$ cat config.mk
export PLATFORM = sky130hd
export DESIGN_NAME = procesos_sucesivos
export DESIGN_NICKNAME = d
export VERILOG_FILES = /design/src/rtl/procesos_pkg.sv /design/src/rtl/procesos_sucesivos_bin2gray.sv /design/src/rtl/procesos_sucesivos.sv
export SDC_FILE = /design/constraint.sdc
export NUM_CORES = 1
export LEC_CHECK = 0
export BUFFER_PORTS_ARGS = -buffer_cell sky130_fd_sc_hd__buf_2
export CORE_AREA = 2 2 56 58
export DETAILED_ROUTE_END_ITERATION = 16
export DIE_AREA = 0 0 58 60
export SLEW_MARGIN = 20
export SYNTH_ARGS = -nofsm -noshare
export SYNTH_HDL_FRONTEND = slang
export SYNTH_HIERARCHICAL = 1
export SYNTH_SLANG_ARGS = --single-unit
$ cat constraint.sdc
create_clock -name clk -period 3.6 [get_ports clk]
set_clock_uncertainty 0.15 [all_clocks]
set_input_delay 0.54 -clock clk [delete_from_list [all_inputs] [get_ports clk]]
set_output_delay 0.54 -clock clk [all_outputs]
set_load 0.1 [all_outputs]
$ cat src/rtl/procesos_pkg.sv
// ---------------------------------------------------------------------------
// procesos_pkg
// Shared types and constants for the procesos_sucesivos pattern sequencer.
//   phase_t    : the four successive processes run in a fixed loop
//   LEN_*      : number of steps spent in each phase
//   RESET_F    : output pattern while in reset
//   RING_SEED  : first pattern of the walking-one phase
//   last_step(): index of the final step of a given phase
// ---------------------------------------------------------------------------
package procesos_pkg;

    typedef enum logic [1:0] {
        UP   = 2'd0,
        DOWN = 2'd1,
        RING = 2'd2,
        GRAY = 2'd3
    } phase_t;

    localparam int LEN_UP   = 16;
    localparam int LEN_DOWN = 16;
    localparam int LEN_RING = 8;
    localparam int LEN_GRAY = 16;

    localparam logic [3:0] RESET_F   = 4'b0000;
    localparam logic [3:0] RING_SEED = 4'b1000;

    // Final step index of a phase; the step after it rolls into the next phase.
    function automatic logic [3:0] last_step(input phase_t ph);
        logic [3:0] idx;
        case (ph)
            UP:      idx = 4'(LEN_UP - 1);
            DOWN:    idx = 4'(LEN_DOWN - 1);
            RING:    idx = 4'(LEN_RING - 1);
            GRAY:    idx = 4'(LEN_GRAY - 1);
            default: idx = 4'd0;
        endcase
        return idx;
    endfunction

endpackage

$ cat src/rtl/procesos_sucesivos_bin2gray.sv
// ---------------------------------------------------------------------------
// bin2gray
// Combinational 4-bit binary to reflected Gray code converter.
//   bin_i  : binary value
//   gray_o : Gray-coded value, gray = bin ^ (bin >> 1)
// ---------------------------------------------------------------------------
module bin2gray (
    input  logic [3:0] bin_i,
    output logic [3:0] gray_o
);

    assign gray_o = bin_i ^ (bin_i >> 1);

endmodule

$ cat src/rtl/procesos_sucesivos.sv
// ---------------------------------------------------------------------------
// procesos_sucesivos
// Autonomous 4-bit pattern sequencer. Loops forever through four processes:
// count up (16), count down (16), walking one (8), Gray count (16) = 56 cycles.
//   clk   : rising-edge clock
//   rst_n : asynchronous active-low reset (UP, step 0, F = 0000)
//   F     : registered pattern, F[0] is the MSB, F[3] the LSB
// ---------------------------------------------------------------------------
module procesos_sucesivos
    import procesos_pkg::*;
(
    input  logic       clk,
    input  logic       rst_n,
    output logic [0:3] F
);

    phase_t     phase_q, phase_d;
    logic [3:0] step_q,  step_d;
    logic [3:0] f_q,     f_d;
    logic [3:0] gray_s;

    // Next phase/step: advance the step, or roll into the next phase at its end.
    always_comb begin
        phase_d = UP;
        step_d  = 4'd0;
        if (step_q == last_step(phase_q)) begin
            step_d = 4'd0;
            case (phase_q)
                UP:      phase_d = DOWN;
                DOWN:    phase_d = RING;
                RING:    phase_d = GRAY;
                GRAY:    phase_d = UP;
                default: phase_d = UP;
            endcase
        end else begin
            phase_d = phase_q;
            step_d  = step_q + 4'd1;
        end
    end

    bin2gray u_bin2gray (
        .bin_i  (step_d),
        .gray_o (gray_s)
    );

    // Pattern is decoded from the next state so the output flop holds the
    // pattern of the state being loaded on the same edge (no extra latency).
    always_comb begin
        f_d = RESET_F;
        case (phase_d)
            UP:      f_d = step_d;
            DOWN:    f_d = 4'd15 - step_d;
            RING:    f_d = RING_SEED >> step_d[1:0];
            GRAY:    f_d = gray_s;
            default: f_d = RESET_F;
        endcase
    end

    // State and output registers.
    always_ff @(posedge clk or negedge rst_n) begin
        if (!rst_n) begin
            phase_q <= UP;
            step_q  <= 4'd0;
            f_q     <= RESET_F;
        end else begin
            phase_q <= phase_d;
            step_q  <= step_d;
            f_q     <= f_d;
        end
    end

    // F[0] is the MSB, so the packed assignment maps f_q[3] onto F[0].
    assign F = f_q;

endmodule

==> impl_metrics.env <==
export IMPL_coreArea_sq_um=2903
export IMPL_ys_seq_elements=10
export IMPL_drt_pass1_iterations=2
export IMPL_setup_violations=0
export IMPL_synth_common_cells="dfrtp_1, ha_1, inv_1, xor2_1, mux2i_1"
export IMPL_fin_tns_setup_ns=0
export IMPL_cp_start_kind="register"
export IMPL_synth_area_per_cell_sq_um=10.89
export IMPL_tightest_slew_ns=0.4894
export IMPL_ios=6
export IMPL_globalplace_congestion=0.7424
export IMPL_insertedDiodeCount=0
export IMPL_postPlaceCellArea_sq_um=685.7
export IMPL_critPathMaxFanout=8
export IMPL_min_to="step_q[2]$_DFF_PN0_"
export IMPL_io_buffers=5
export IMPL_worstPathArrival_ns=2.27
export IMPL_viasPerCell=4.010
export IMPL_cts_num_sinks=10
export IMPL_ys_seq_area_share_pct=39.60
export IMPL_seqCellArea_sq_um=250.2
export IMPL_reg2reg_from="phase_q[0]$_DFF_PN0_"
export IMPL_grt_overflow_total=0
export IMPL_end_kind="register"
export IMPL_synth_area_leaders="dfrtp_1, ha_1, mux2i_4"
export IMPL_cts_max_path_buffers=2
export IMPL_holdBufCountCts=1
export IMPL_grt_pass1_wl_mm=1.593
export IMPL_r2r_end="F[3]$_DFF_PN0_"
export IMPL_synth_top_area_share_pct=39.60
export IMPL_start_util_pct=21.77
export IMPL_syn2layout_area_growth_pct=13.66
export IMPL_synth_cell_types=21
export IMPL_max_clock_freq_ghz=0.4376
export IMPL_grtUsageMet2_pct=7.955
export IMPL_h_tree_depth=1
export IMPL_cts_setup_buffers=0
export IMPL_final_layout_size_suffix_gt1_share_pct=18.46
export IMPL_final_area_sq_um=718.2
export IMPL_async_flop_share_pct=100.0
export IMPL_nets=77
export IMPL_hold_viol_final=0
export IMPL_syn_nets=68
export IMPL_vias=393
export IMPL_critical_path_required_ns=3.58
export IMPL_fin_crit_sh_pct=63.48
export IMPL_clk_latency_ns=0.26
export IMPL_relSlewSlack_pct=67.60
export IMPL_nFillCells=317
export IMPL_syn_inst=58
export IMPL_drc_errors=0
export IMPL_p_total_mw=0.1920
export IMPL_tritoncts="done"
export IMPL_fp_dieH_um=60
export IMPL_path_clk_slew_ns=0.07
export IMPL_yosysTopAreaCell="dfrtp_1"
export IMPL_synthesis_area_sq_um=631.9
export IMPL_grt_pass1_vias=369
export IMPL_maxCapViolations=0
export IMPL_ff2ff_setup_slack_ns=1.31
export IMPL_post_place_cells=94
export IMPL_synth_most_common_cell="dfrtp_1"
export IMPL_period_needed_ns=2.285
export IMPL_row_count=20
export IMPL_rsz0062_at_grt="false"
export IMPL_power_density_nw_per_um2=267.4
export IMPL_cts_resized=0
export IMPL_grt_util_met1_pct=8.609
export IMPL_drt_wl_total_um=984
export IMPL_cts_root_buf="clkbuf_4"
export IMPL_fin_cells=98
export IMPL_chipWidth_um=58
export IMPL_cts_buffers=3
export IMPL_hp_start="step_q[2]$_DFF_PN0_"
export IMPL_hold_path_depth=1
export IMPL_synthFlopType="dfrtp_1"
export IMPL_antenna_found_initial=0
export IMPL_synth_edf_count=0
export IMPL_grt_busiest_layer="met1"
export IMPL_final_util_pct=24.74
export IMPL_rr_worst_depth=8
export IMPL_drt_iter0_drc=2
export IMPL_drv_slew=0
export IMPL_setup_slack_ns=1.315
export IMPL_grtUsageTotal_pct=5.963
export IMPL_fin_hold_ws_ns=0.4724
export IMPL_wire_per_inst_um=10.04
export IMPL_grt_max_degree=11
export IMPL_ys_warn_count=6
export IMPL_critical_path_class="register to register"
export IMPL_multi_input_area_sq_um=346.6
export IMPL_peakVddDrop_mv=0.1492
export IMPL_hp_class="register to register"
export IMPL_p_leak_nw=0.3120
export IMPL_dieArea_sq_um=3480
export IMPL_dp_slack_ns=1.320
export IMPL_status="complete, no violations"
export IMPL_ant_nets=0
export IMPL_grt_util_met3_pct=2.381
cell type report:
cell class	count	share of cell area, %
sequential	10	34.84
tap	33	5.749
multi-input combinational	40	48.26
inverter	6	3.136
timing repair buffer	6	4.878
clock buffer	3	3.136
metal layers:
layer | up-vias | wire (um)
met5 | - | 0
met4 | 0 | 0
met3 | 0 | 46
met2 | 4 | 435
met1 | 180 | 503
li1 | 209 | -
critical path: stages (launching register included):
cell	delay, ns
dfrtp_1	0.36
inv_1	0.14
ha_1	0.23
xor2_1	0.14
and3_1	0.36
mux2i_4	0.43
inv_2	0.08
a211oi_2	0.21
a21oi_1	0.05
registers in the layout, indices dropped and copies added (netlist names):
name,cells
phase_q,2
step_q,4
F,4
kinds of logic (layout without fill, tap and decap cells):
family                     Yosys count  after routing  synth area share, %
adders and majority gates            8              8                15.84
and+or+nand+nor                     11             11                8.121
muxes                                6              6                13.47
DFF                                 10             10                39.60
buffers and inverters                8             15                5.544
xor gates and xnor gates             5              5                6.930
AOI/OAI and AO/OA                   10             10                10.49
worst max-delay path by stage:
stage	to	start
global route	F[3]$_DFF_PN0_	phase_q[1]$_DFF_PN0_
finish	F[3]$_DFF_PN0_	phase_q[0]$_DFF_PN0_
floorplan	F[3]$_DFF_PN0_	phase_q[0]$_DFF_PN0_
CTS	F[3]$_DFF_PN0_	phase_q[0]$_DFF_PN0_
global placement	F[3]$_DFF_PN0_	phase_q[1]$_DFF_PN0_
detailed placement	F[3]$_DFF_PN0_	phase_q[1]$_DFF_PN0_
placed cells by master, fill, tap and decap left out:
cell | netlist | routed
mux2i_4 | 2 | 2
inv_2 | 1 | 1
clkbuf_4 | 0 | 3
and2_1 | 1 | 1
nor3_1 | 2 | 2
inv_1 | 5 | 5
a41oi_1 | 1 | 1
dfrtp_1 | 10 | 10
ha_1 | 8 | 8
nand2_1 | 3 | 3
buf_2 | 1 | 5
a211oi_2 | 1 | 1
a21oi_1 | 3 | 3
nand2b_1 | 1 | 1
mux2i_1 | 4 | 4
o21ai_0 | 2 | 2
xor2_1 | 5 | 5
dlygate4sd3_1 | 0 | 1
o21bai_1 | 1 | 1
o22ai_1 | 2 | 2
and3_1 | 1 | 1
nor2_1 | 3 | 3
power by group:
part           switching [mW]  leakage (nW)  total [mW]  internal, mW
clock                  0.0379        0.0138      0.0764        0.0385
sequential                  0         0.105       0.112         0.112
combinational         0.00222         0.193     0.00333       0.00110
Power figures use the tool's default switching activity.
